===== src/rtl/prog_counter.sv =====
// Parametrised up/down counter with prescaled enable, clear, clamped load,
// wrap/saturate boundary handling, terminal-count pulse and sticky overflow.
module prog_counter #(
  parameter int WIDTH    = 16,
  parameter int MOD_MAX  = 2**WIDTH-1,
  parameter int SATURATE = 0,
  parameter int PRESCALE = 1
) (
  input  logic             clk,
  input  logic             rst,
  input  logic             en,
  input  logic             up,
  input  logic             clr,
  input  logic             load,
  input  logic [WIDTH-1:0] load_val,
  output logic [WIDTH-1:0] Q,
  output logic             tc,
  output logic             ovf
);

  localparam int               PSC_W    = (PRESCALE > 1) ? $clog2(PRESCALE) : 1;
  localparam logic [WIDTH-1:0] MAX_V    = WIDTH'(MOD_MAX);
  localparam logic [PSC_W-1:0] PSC_LAST = PSC_W'(PRESCALE - 1);

  logic [WIDTH-1:0] cnt_q, cnt_d;
  logic [PSC_W-1:0] psc_q, psc_d;
  logic             tc_q, tc_d;
  logic             ovf_q, ovf_d;
  logic             step;

  // Loaded values above the terminal value are clamped so Q never leaves 0..MOD_MAX.
  function automatic logic [WIDTH-1:0] clamp_load(input logic [WIDTH-1:0] v);
    return (v > MAX_V) ? MAX_V : v;
  endfunction

  always_comb begin
    cnt_d = cnt_q;
    psc_d = psc_q;
    tc_d  = 1'b0;
    ovf_d = ovf_q;
    step  = 1'b0;
    if (clr) begin
      cnt_d = '0;
      psc_d = '0;
      ovf_d = 1'b0;
    end else if (load) begin
      cnt_d = clamp_load(load_val);
      psc_d = '0;
    end else if (en) begin
      if (psc_q == PSC_LAST) begin
        psc_d = '0;
        step  = 1'b1;
      end else begin
        psc_d = psc_q + PSC_W'(1);
      end
    end

    // Boundary events wrap to the opposite end of 0..MOD_MAX or hold in saturate mode.
    if (step) begin
      if (up) begin
        if (cnt_q == MAX_V) begin
          tc_d  = 1'b1;
          ovf_d = 1'b1;
          cnt_d = (SATURATE != 0) ? MAX_V : '0;
        end else begin
          cnt_d = cnt_q + WIDTH'(1);
        end
      end else begin
        if (cnt_q == '0) begin
          tc_d  = 1'b1;
          ovf_d = 1'b1;
          cnt_d = (SATURATE != 0) ? '0 : MAX_V;
        end else begin
          cnt_d = cnt_q - WIDTH'(1);
        end
      end
    end
  end

  always_ff @(posedge clk or negedge rst) begin
    if (!rst) begin
      cnt_q <= '0;
      psc_q <= '0;
      tc_q  <= 1'b0;
      ovf_q <= 1'b0;
    end else begin
      cnt_q <= cnt_d;
      psc_q <= psc_d;
      tc_q  <= tc_d;
      ovf_q <= ovf_d;
    end
  end

  assign Q   = cnt_q;
  assign tc  = tc_q;
  assign ovf = ovf_q;

endmodule


===== config.mk =====
export PLATFORM = sky130hd
export DESIGN_NAME = prog_counter
export DESIGN_NICKNAME = d
export VERILOG_FILES = /design/src/rtl/prog_counter.sv
export SDC_FILE = /design/constraint.sdc
export NUM_CORES = 1
export LEC_CHECK = 0
export ABC_AREA = 1
export BUFFER_PORTS_ARGS = -buffer_cell sky130_fd_sc_hd__buf_2
export CAP_MARGIN = 15
export CORE_MARGIN = 1.5
export CORE_UTILIZATION = 29
export CTS_CLUSTER_DIAMETER = 60
export DETAILED_ROUTE_END_ITERATION = 7
export GPL_TIMING_DRIVEN = 1
export SYNTH_ARGS = -nofsm -noshare
export SYNTH_HDL_FRONTEND = slang
export SYNTH_SLANG_ARGS = --single-unit

===== constraint.sdc =====
create_clock -name clk -period 1.5 [get_ports clk]
set_clock_uncertainty 0.15 [all_clocks]
set_input_delay 0.225 -clock clk [delete_from_list [all_inputs] [get_ports clk]]
set_output_delay 0.225 -clock clk [all_outputs]
set_load 0.01 [all_outputs]

== Word level (Yosys, flattened, before mapping) ==
Index checks and enable logic that the tools add are counted.

* Bits in read-only memories: 0
* Memories: 0
* Word-level logic and storage cells: 36
* Bits in registers: 19
* Latch bits: 0
* RAM bits: 0
* Input port bits: 22
* Output and inout port bits: 18

* Divide/modulo/power cells: 0
* Order comparisons: 1
* Shift-type cells: 0
* Reductions and logical operators: 3
* Add/sub/neg operators: 3
* Eq/ne operators: 1
* Bitwise operators: 0
* Muxes and demuxes: 24
* Multiply operators: 0

{| class="wikitable"
|+ Operators by type and width
! kind !! count
|-
| $mux W16 || 7
|-
| $mux W1 || 17
|-
| $add A16 B1 Y16 const B || 1
|-
| $eq A16 B16 Y1 const B || 1
|-
| $gt A16 B16 Y1 const B || 1
|-
| $logic_not A16 Y1 || 1
|-
| $sub A16 B1 Y16 const B || 1
|-
| $reduce_bool A3 Y1 || 2
|-
| $add A1 B1 Y1 const B || 1
|}

== Logic depth before layout (Yosys ltp) ==
Gate-level depths: netlist of run 1.

* Depth after elaboration: 5
* Gate-level depth with buffers: 11
* Gate-level depth less buffers: 11

== Least setup slack after synthesis of run 1 ==
Ideal clock, no wire load.

* Kind: register to register
* Start point: register cnt_q[0], in the netlist Q[0]
* End point: register cnt_q[14], in the netlist Q[14]
* Setup slack: -138 ps
* Period minus slack after synthesis: 1638 ps
* Stages on the path, launching flop included: 10
* Library setup time: 116 ps
* Path buffers: 0
* Data required time: 1234 ps
* Arrival time: 1372 ps
* Cells stage by stage: dfrtp_1 -> inv_1 -> ha_1 -> nand2_1 -> nor2_2 -> nand3_1 -> nand3_1 -> nand3_1 -> nand2_1 -> nand2_1

* Cells in the longest elaborated chain, start to end: 4
* Elaborated cells between the ends (all ways): 8
* Those cells by class: add/sub (2); eq/ne (1); mux (4); reduce/logical (1)

{| class="wikitable"
|+ Ends and longest elaborated chain
! item !! RTL line !! text
|-
| start, declared || 25 || <nowiki>logic [WIDTH-1:0] cnt_q, cnt_d;</nowiki>
|-
| start signal, assigned || 87 || <nowiki>cnt_q <= cnt_d;</nowiki>
|-
| $sub A16 B1 Y16, or another cell as far along || 74 || <nowiki>cnt_d = cnt_q - WIDTH'(1);</nowiki>
|-
| $mux W16 (on tied branches) || 69, 61 ||
|-
| $mux W16 (*) || 60 || <nowiki>if (up) begin</nowiki>
|-
| $mux W16 (*) || 59 || <nowiki>if (step) begin</nowiki>
|}

Mark *: on every way between the ends. The rest lies on a longest branch, timed or not.
A chain may end at the register's enable or synchronous reset.

== Worst setup path in the final report of run 1 ==
* Start point: register cnt_q[0], in the netlist Q[0]
* End point: register cnt_q[11], in the netlist Q[11]

Same word-level chain as after synthesis.

==> reports/qor.csv, run 1 <==
stage,metric,value,unit
finish,Ant. Diodes,0,
clock_network,CTS tree,yes,
die,site row count,29,
synth,Yosys reg bits,18,
grt,GRT Total Usage,20.46,%
finish,final-stage net count,435,
detailed_routing,# DRC,0,
power,Comb power frac,44.9,%
detailed_routing,First-pass DRT Iterations,4,
critical_path,CP Max Fanout,7,
synth,Yosys warnings,0,
critical_path,Worst EP arrival,1.69,ns
clock_network,H-tree Lvls,1,
sta,fmax,0.5987,GHz
grt,grt total ovfl,0,
clock_network,clk_lat worst skew,0.27,ns
sta,Final setup viols,18,
clock_network,TritonCTS buffer count,3,
sta,"Slew Viols, Final",0,
die,Die Area,0.007048,mm^2
detailed_routing,Antenna Nets Post-Route,0,
power,Sw Pwr,0.0007241,W
power,Switching Fraction,38.81,%
synth,Synth Net Count,344,
grt,first-pass GRT wire length,11450,um
sta,TNS Setup,-2.393,ns
grt,number of global-route vias before repair,2441,
worst_hold_path,min-delay src,load_val[0],
power,LEAKAGE,1.438,nW
sta,unrepaired setup endpoints after global routing,true,
synth,Avg Inst Size Synth,5.958,um^2
clock_network,root buffer cell,clkbuf_8,
critical_path,worst reg2reg path endpoint,Q[11]$_DFFE_PN0P_,
grt,initial antenna violation count,0,
critical_path,FF-to-FF Start,Q[0]$_DFFE_PN0P_,
clock_network,CTS max path bufs,2,
die,overall die height,83.96,um
detailed_routing,mean routed wirelength per cell,14.35,um
placement,routability congestion estimate,0.9335,
synth,mapped cell area,0.001901,mm^2
power,PwrDens,648.0,mW/mm^2
power,P_int,0.001142,W
clock_network,CTS Sinks,18,
detailed_routing,final WL,6975,um
synth,register area share after synthesis,23.70,%
critical_path,Startpoint Class,register,
critical_path,critical path endpoint category,register,
grt,largest net degree at the start of global routing,19,
placement,IO buf count,39,
run,max_cap viols,0,
sta,fin crit share,111.4,%
critical_path,cells on worst reg2reg path,11,
critical_path,R2R setup slack,-0.17,ns
power,VDD IR max,447.4,uV
detailed_routing,detailed-route via count,2344,
outcome,failing checks,setup timing,
placement,dpl hpwl,5441,um
synth,Synth area leader,dfrtp_1,
power,Clock Power Share,23.4,%
die,Initial Util,29.93,%
worst_hold_path,hold path cells,3,
finish,share of layout cells above drive strength 1,41.81,%
synth,largest cells by area after synthesis,"dfrtp_1, nand2_1, nand3_1",
synth,Yosys top cell area share,23.70,%
outcome,status,"finished, violations left",
die,die width,83.96,um
critical_path,Crit Path Category,reg2reg,
synth,count of cell types in the netlist,27,
finish,"commonest cells after routing, fill and taps aside","nand2_1, buf_4, nand3_1",
clock_network,clock transition at the registers of the reported paths,0.08,ns
die,I/O pin count,40,
sta,setup ws final,-0.1703,ns
sta,"Hold Vio Cnt, Final",0,
finish,"commonest non-fill, non-tap cell in the layout",nand2_1,
synth,synthesized instance count,319,
worst_hold_path,hold path endpoint,Q[0]$_DFFE_PN0P_,
sta,Worst-Margin Slew,0.4926,ns
critical_path,WP data required,1.52,ns
sta,Hold WS,0.08289,ns
power,Reg power frac,31.7,%
sta,Slew HR,67.16,%
die,Core ar.,0.006350,mm^2
detailed_routing,via-per-instance ratio,4.823,
worst_hold_path,Hold Crit Class,in2reg,
detailed_routing,Iter 0 DRT Violations,182,
finish,P&R area growth vs syn,51.48,%
sta,Period minus WS final,1.670,ns
stage by stage:
stage	worst slack [ns]	std cells	total power (W)	utilization [%]	instance area [um^2]
floorplan	-0.07115	319	0.001036	-	2052
global placement	-0.1939	477	0.001365	41.99	2666
detailed placement	-0.2049	477	0.001375	41.99	2666
CTS	-0.1892	485	0.001848	44.24	2809
global route	-0.2790	486	0.001979	45.34	2879
finish	-0.1703	486	0.001866	45.34	2879
power by group through the flow:
stage          registers (W)  clock network [W]  logic (W)
3_3_place_gp        0.000596                  0   0.000769
4_1_cts             0.000590           0.000445   0.000813
3_5_place_dp        0.000597                  0   0.000778
2_1_floorplan       0.000601                  0   0.000435
6_report            0.000592           0.000436   0.000837
5_1_grt             0.000598           0.000458   0.000923
flip-flops by register name, summed over array words and instances (netlist names):
signal  cells
tc          1
ovf         1
Q          16
worst max path at each step:
stage | start | end | slack, ns | depth (start not counted)
detailed placement | Q[2]$_DFFE_PN0P_ | Q[3]$_DFFE_PN0P_ | -0.20 | 9
global placement | Q[0]$_DFFE_PN0P_ | Q[3]$_DFFE_PN0P_ | -0.19 | 10
global route | Q[0]$_DFFE_PN0P_ | Q[13]$_DFFE_PN0P_ | -0.28 | 10
floorplan | Q[0]$_DFFE_PN0P_ | Q[3]$_DFFE_PN0P_ | -0.07 | 10
CTS | Q[0]$_DFFE_PN0P_ | Q[3]$_DFFE_PN0P_ | -0.19 | 10
finish | Q[0]$_DFFE_PN0P_ | Q[11]$_DFFE_PN0P_ | -0.17 | 11
cells by family after synthesis:
family	count (synthesis)	synth area share [%]
DFF	18	23.70
xor gates and xnor gates	10	4.608
buffers and inverters	47	10.73
adders and majority gates	3	1.975
AOI/OAI and AO/OA	25	7.242
and+or+nand+nor	216	51.74
metal layers:
metal	share of wire [%]	wire length (um)	track usage, %
met5	0	0	0
met3	7.3	511	2.967
met2	48	3346	35.26
met4	1.6	112	7.004
met1	43	3005	26.04
final cells by class:
cell class	count	area (um^2)
fillers	653	3471
multi-input cells	254	1439
repair buffers	98	679.4
flip-flops and latches	18	460.4
inverters	35	148.9
well taps	77	96.34
clock buffers	4	55.05
Yosys cell counts:
cell type	count
nand3_1	56
ha_1	3
nand4_1	2
o21ai_2	1
dfrtp_1	18
inv_2	6
o21ai_0	8
or2_2	1
inv_4	1
nand2_1	100
clkbuf_1	2
a31oi_1	2
nor2_4	4
o211ai_1	2
nor2_1	32
inv_1	25
buf_6	2
nor2_2	10
nand3_2	4
nor3_1	2
nand2_2	5
o22ai_1	1
a21oi_1	1
clkinv_1	3
o21ai_1	10
buf_2	8
xor2_1	10
what timing repair did:
action | 4_1_cts | 5_1_grt
setup buffers | 3 | 1
pin swaps | 5 | 4
resized for setup | 12 | 18
endpoints found under the hold margin | 18 | 0
endpoints found under the setup margin | 21 | 20
hold buffers | 1 | 0
critical path, cell delays in order (launching register included):
cell and delay (ns):
dfrtp_2 0.46, clkinv_4 0.10, buf_12 0.10, nand3_4 0.09, nor2_4 0.24, nand2_2 0.08, nand2_2 0.07, nand3_2 0.05
nand2_1 0.06, o21ai_1 0.06, nand2_1 0.06, nand2_1 0.05
Power figures use the tool's default switching activity.
==> run 2: changes to the inputs <==
Settings changed: BUFFER_PORTS_ARGS -buffer_cell sky130_fd_sc_hd__buf_2 to -buffer_cell sky130_fd_sc_hd__clkbuf_2.
==> run 2 against run 1 <==
  * The run still ends with setup timing left
  * Power down 3.7%
  * Utilization down 0.30 points
  * Sequential share of layout area up 0.15 points
  * Sequential power about the same
  * Global-route usage is 0.63 points lower
  * Clock-buffer cell count did not move
  * Maximum frequency shrank 0.74%
  * Routed wire length decreased by 4.7%
  * Largest cell class unchanged
==> reports/qor.csv, run 2 (same netlist as run 1, synthesis figures left out) <==
stage,metric,value,unit,change
clock_network,root buffer cell,clkbuf_8,,
finish,share of layout cells above drive strength 1,40.79,%,-1.0 points
worst_hold_path,Hold Crit Class,in2reg,,
sta,"Hold Vio Cnt, Final",0,,unchanged
grt,GRT Total Usage,19.83,%,-0.63 points
die,Core ar.,0.006350,mm^2,unchanged
sta,"Slew Viols, Final",0,,unchanged
critical_path,WP data required,1.50,ns,-0.02 ns
finish,"commonest cells after routing, fill and taps aside","nand2_1, buf_4, nand3_1",,
sta,TNS Setup,-2.429,ns,-0.03534 ns
power,VDD IR max,276.1,uV,-38%
critical_path,Worst EP arrival,1.69,ns,about the same
power,Design Power,0.001796,W,-3.7%
clock_network,H-tree Lvls,1,,unchanged
finish,max reg flops,16,,unchanged
detailed_routing,Antenna Nets Post-Route,0,,unchanged
die,I/O pin count,40,,unchanged
sta,fin crit share,112.2,%,+0.83 points
power,LEAKAGE,1.435,nW,-0.20%
placement,routability congestion estimate,0.9670,,+3.6%
outcome,failing checks,setup timing,,
detailed_routing,detailed-route via count,2328,,-0.68%
finish,Register Area,461.7,um^2,+0.27%
finish,P&R area growth vs syn,50.49,%,
die,site row count,29,,unchanged
placement,IO buf count,39,,unchanged
detailed_routing,Iter 0 DRT Violations,140,,-23%
critical_path,CP Max Fanout,7,,unchanged
finish,area of the multi-input gates,0.001446,mm^2,+0.52%
sta,Final setup viols,18,,unchanged
die,Die Area,0.007048,mm^2,unchanged
detailed_routing,mean routed wirelength per cell,13.74,um,-4.3%
clock_network,clock transition at the registers of the reported paths,0.08,ns,about the same
clock_network,CTS max path bufs,2,,unchanged
finish,Ant. Diodes,0,,unchanged
finish,Fillers,645,,-1.2%
clock_network,clk_lat worst skew,0.26,ns,about the same
critical_path,R2R setup slack,-0.18,ns,about the same
detailed_routing,First-pass DRT Iterations,4,,unchanged
die,die width,83.96,um,unchanged
sta,Period minus WS final,1.683,ns,+0.01241 ns
sta,fmax,0.5943,GHz,-0.74%
die,Initial Util,29.93,%,unchanged
grt,grt total ovfl,0,,unchanged
grt,largest net degree at the start of global routing,19,,unchanged
finish,"commonest non-fill, non-tap cell in the layout",nand2_1,,
sta,Slew HR,65.19,%,-2.0 points
run,max_cap viols,0,,unchanged
detailed_routing,final WL,6648,um,-4.7%
critical_path,Crit Path Category,reg2reg,,
detailed_routing,via-per-instance ratio,4.810,,-0.27%
sta,unrepaired setup endpoints after global routing,true,,
critical_path,critical path endpoint category,register,,
critical_path,Startpoint Class,register,,
finish,final-stage net count,433,,-0.46%
sta,Worst-Margin Slew,0.5222,ns,+0.02963 ns
grt,number of global-route vias before repair,2351,,-3.7%
placement,dpl hpwl,5306,um,-2.5%
die,overall die height,83.96,um,unchanged
sta,setup ws final,-0.1827,ns,-0.01241 ns
grt,initial antenna violation count,0,,unchanged
detailed_routing,# DRC,0,,unchanged
grt,first-pass GRT wire length,11210,um,-2.1%
clock_network,TritonCTS buffer count,3,,unchanged
outcome,status,"finished, violations left",,
clock_network,CTS tree,yes,,
power,PwrDens,628.1,mW/mm^2,-3.1%
clock_network,CTS Sinks,18,,unchanged
## run 2: changes by cell type in the layout (fill, tap and decap cells not counted), sizes merged
cell,before,now
clkinv,5,3
clkbuf,4,42
inv,30,32
buf,97,57
## run 2: final timing paths
check	from	endpoint	cells past startpoint
setup / recovery	Q[0]$_DFFE_PN0P_	Q[7]$_DFFE_PN0P_	10
hold / removal	load_val[0]	Q[0]$_DFFE_PN0P_	3
setup reg to reg	Q[0]$_DFFE_PN0P_	Q[7]$_DFFE_PN0P_	10
hold reg to reg	ovf$_DFF_PN0_	ovf$_DFF_PN0_	2
max in group asynchronous	rst	Q[7]$_DFFE_PN0P_	2
min in group asynchronous	rst	Q[12]$_DFFE_PN0P_	2
## run 2: where the power goes
group	switching, W	leakage, nW	internal [W]
Sequential	0.0000694	0.223	0.000525
Combinational	0.000448	1.19	0.000379
Clock	0.000186	0.0228	0.000189
Total	0.000703	1.43	0.00109
## run 2: what timing repair did
| action | in CTS | in global routing |
|---|---|---|
| hold buffers | 1 | 0 |
| hold endpoints to repair | 18 | 0 |
| resized for setup | 22 | 11 |
| pin swaps | 7 | 6 |
| gates cloned | 0 | 0 |
| setup endpoints to repair | 19 | 19 |
| buffers inserted | 4 | 0 |
## run 2: per-stage QoR
stage	area (um^2)	worst slack (ns)	hold WS, ns	std cells	utilization, %
finish	2860	-0.1827	0.07039	484	45.04
global route	2860	-0.2875	0.09376	484	45.04
CTS	2830	-0.1526	0.07326	485	44.57
detailed placement	2646	-0.1933	0.07526	476	41.67
global placement	2646	-0.1762	0.08301	476	41.67
floorplan	2052	-0.07115	-0.2206	319	-
## run 2: final cells by class
type	count	share of cell area, %
Tap cell	77	3.368
Timing Repair Buffer	96	23.23
Inverter	35	5.118
Clock buffer	4	1.575
Sequential cell	18	16.14
Multi-Input combinational cell	254	50.57
## run 2: worst max-delay path, stage by stage (launching register included)
cell and delay, ns:
dfrtp_2 0.44, ha_4 0.16, nand2_4 0.06, nor2_4 0.18
nand3_4 0.12, nor2_4 0.13, nor2_4 0.08, nand2_1 0.08
nand3_1 0.08, nand2_1 0.07, nand2_1 0.04
## run 2: layer usage
| metal | GRT usage [%] | vias to the layer above | routed length, um |
|---|---|---|---|
| met3 | 1.780 | 9 | 316 |
| met4 | 5.067 | 0 | 123 |
| met1 | 26.99 | 1056 | 3045 |
| met2 | 33.72 | 65 | 3162 |
| met5 | 0 | - | 0 |
| li1 | - | 1198 | - |
==> run 3: changes to the inputs <==
Settings changed: REMOVE_ABC_BUFFERS set to 1.
==> run 3 against run 2 <==
  * The flow still finishes with violations (setup timing)
  * Highest routed layer unchanged
  * Sequential cell count unchanged
  * Sequential share of layout area is 0.21 points lower
  * Final area increased by 0.53%
  * Utilization grew 0.24 points
  * Register-to-register slack got worse by 0.02 ns
  * Die area is the same
  * Clock-buffer cell count did not move
  * Via count is 4.0% higher
  * Cell count increased by 2.3%
  * Worst setup slack got worse by 0.019 ns
  * Global-route usage up 1.6 points
==> reports/qor.csv, run 3 (same netlist as run 1, synthesis figures left out) <==
stage,metric,value,unit,change
finish,share of layout cells above drive strength 1,41.63,%,+0.84 points
sta,setup ws final,-0.2021,ns,-0.01937 ns
critical_path,critical path endpoint category,register,,
power,VDD IR max,360.6,uV,+31%
detailed_routing,mean routed wirelength per cell,14.41,um,+4.9%
sta,Hold WS,0.05906,ns,-0.01133 ns
grt,GRT Total Usage,21.46,%,+1.6 points
power,LEAKAGE,1.466,nW,+2.2%
critical_path,R2R setup slack,-0.20,ns,-0.02 ns
detailed_routing,Antenna Nets Post-Route,0,,unchanged
clock_network,TritonCTS buffer count,3,,unchanged
clock_network,CTS max path bufs,2,,unchanged
critical_path,cells on worst reg2reg path,9,,-1
critical_path,cells along the critical path,nand2_1 > nor2_1 > nand2_1 > nor2_2 > nand3_1 > nand3_2 > nand3_2 > nand2_1 > nand2_1,,
die,die width,83.96,um,unchanged
sta,unrepaired setup endpoints after global routing,true,,
finish,max reg flops,16,,unchanged
grt,largest net degree at the start of global routing,19,,unchanged
finish,Register Area,457.9,um^2,-0.81%
finish,P&R area growth vs syn,51.28,%,
sta,Slew HR,66.92,%,+1.7 points
placement,routability congestion estimate,0.9248,,-4.4%
detailed_routing,final WL,7132,um,+7.3%
die,Die Area,0.007048,mm^2,unchanged
finish,area of the multi-input gates,0.001403,mm^2,-3.0%
critical_path,FF-to-FF Start,Q[3]$_DFFE_PN0P_,,
worst_hold_path,hold path cells,3,,unchanged
finish,"commonest non-fill, non-tap cell in the layout",nand2_1,,
critical_path,Startpoint Class,register,,
sta,Worst-Margin Slew,0.4962,ns,-0.02604 ns
clock_network,H-tree Lvls,1,,unchanged
die,I/O pin count,40,,unchanged
critical_path,Max stage delay on crit path,0.49,ns,+0.05 ns
critical_path,"Top cell by count, worst path",nand2_1,,
worst_hold_path,min-delay src,load_val[8],,
outcome,failing checks,setup timing,,
critical_path,worst reg2reg path endpoint,Q[15]$_DFFE_PN0P_,,
clock_network,CTS tree,yes,,
die,Initial Util,29.93,%,unchanged
finish,final-stage net count,444,,+2.5%
detailed_routing,First-pass DRT Iterations,5,,+1
die,overall die height,83.96,um,unchanged
outcome,status,"finished, violations left",,
power,PwrDens,645.1,mW/mm^2,+2.7%
detailed_routing,Iter 0 DRT Violations,215,,+54%
critical_path,Setup crit start,Q[3]$_DFFE_PN0P_,,
finish,"commonest cells after routing, fill and taps aside","nand2_1, buf_4, nand3_1",,
critical_path,Worst EP arrival,1.72,ns,+0.03 ns
sta,Final setup viols,18,,unchanged
worst_hold_path,Hold Crit Class,in2reg,,
critical_path,CP Max Fanout,5,,-2
clock_network,clock transition at the registers of the reported paths,0.08,ns,about the same
grt,first-pass GRT wire length,12100,um,+7.9%
clock_network,root buffer cell,clkbuf_8,,
clock_network,clk_lat worst skew,0.27,ns,about the same
finish,Fillers,631,,-2.2%
detailed_routing,via-per-instance ratio,4.891,,+1.7%
run,max_cap viols,0,,unchanged
sta,"Slew Viols, Final",0,,unchanged
sta,fmax,0.5875,GHz,-1.1%
placement,IO buf count,39,,unchanged
finish,post-route cell area,0.002875,mm^2,+0.53%
die,Core ar.,0.006350,mm^2,unchanged
detailed_routing,detailed-route via count,2421,,+4.0%
sta,fin crit share,113.5,%,+1.3 points
critical_path,WP data required,1.51,ns,about the same
sta,"Hold Vio Cnt, Final",0,,unchanged
finish,Ant. Diodes,0,,unchanged
worst_hold_path,hold path endpoint,Q[8]$_DFFE_PN0P_,,
placement,dpl hpwl,5369,um,+1.2%
detailed_routing,# DRC,0,,unchanged
placement,Post-DP Area,0.002565,mm^2,-3.1%
grt,grt total ovfl,0,,unchanged
die,site row count,29,,unchanged
grt,initial antenna violation count,0,,unchanged
sta,Period minus WS final,1.702,ns,+0.01937 ns
critical_path,CP max-delay cell,dfrtp_1,,
clock_network,CTS Sinks,18,,unchanged
critical_path,Crit Path Category,reg2reg,,
grt,number of global-route vias before repair,2426,,+3.2%
-- run 3: layout make-up --
class | count | share of cell area (%)
multi-input cells | 254 | 48.78
inverters | 35 | 4.743
clock buffers | 4 | 1.915
flip-flops and latches | 18 | 15.93
well taps | 77 | 3.351
repair buffers | 107 | 25.28
-- run 3: power by group --
part	switching, W	leakage (nW)	internal (W)
combinational	0.000462	1.21	0.000373
sequential	0.0000613	0.227	0.000524
clock	0.000200	0.0288	0.000234
-- run 3: critical path: cells and delay by family, from the launching register on --
| family | cells | cell delay [ns] |
|---|---|---|
| AND/OR/NAND/NOR | 9 | 0.96 |
| flip-flops | 1 | 0.49 |
-- run 3: timing repair --
action,in CTS,in global routing
endpoints found under the setup margin,18,18
setup buffers,5,3
hold buffers,1,0
resized for setup,40,13
hold endpoints to repair,18,0
pin swaps,12,6
cloned,0,0
-- run 3: metrics by stage --
stage                     TNS [ns]  setup slack [ns]  util (%)  instances  total power, W
final                       -2.887           -0.2021     45.28        495        0.001855
after global routing        -4.589           -0.2910     45.28        495        0.001976
after CTS                   -2.591           -0.1613     44.24        492        0.001802
after detailed placement    -3.490           -0.2837     40.39        482        0.001305
after global placement      -3.240           -0.2697     40.39        482        0.001295
after floorplan             -1.968           -0.1516         -        307       0.0009354
-- run 3: worst max-delay path by stage --
stage | cells past startpoint | slack, ns | endpoint
floorplan | 9 | -0.15 | Q[14]$_DFFE_PN0P_
global placement | 10 | -0.27 | Q[10]$_DFFE_PN0P_
detailed placement | 10 | -0.28 | Q[10]$_DFFE_PN0P_
CTS | 8 | -0.16 | Q[0]$_DFFE_PN0P_
global route | 9 | -0.29 | Q[13]$_DFFE_PN0P_
finish | 9 | -0.20 | Q[15]$_DFFE_PN0P_
-- run 3: per-layer routing --
| metal | GRT usage (%) | wire (um) | up-vias |
|---|---|---|---|
| met5 | 0 | 0 | - |
| met4 | 5.365 | 98 | 0 |
| li1 | - | - | 1213 |
| met3 | 3.462 | 407 | 9 |
| met1 | 28.42 | 3181 | 1116 |
| met2 | 36.36 | 3444 | 83 |
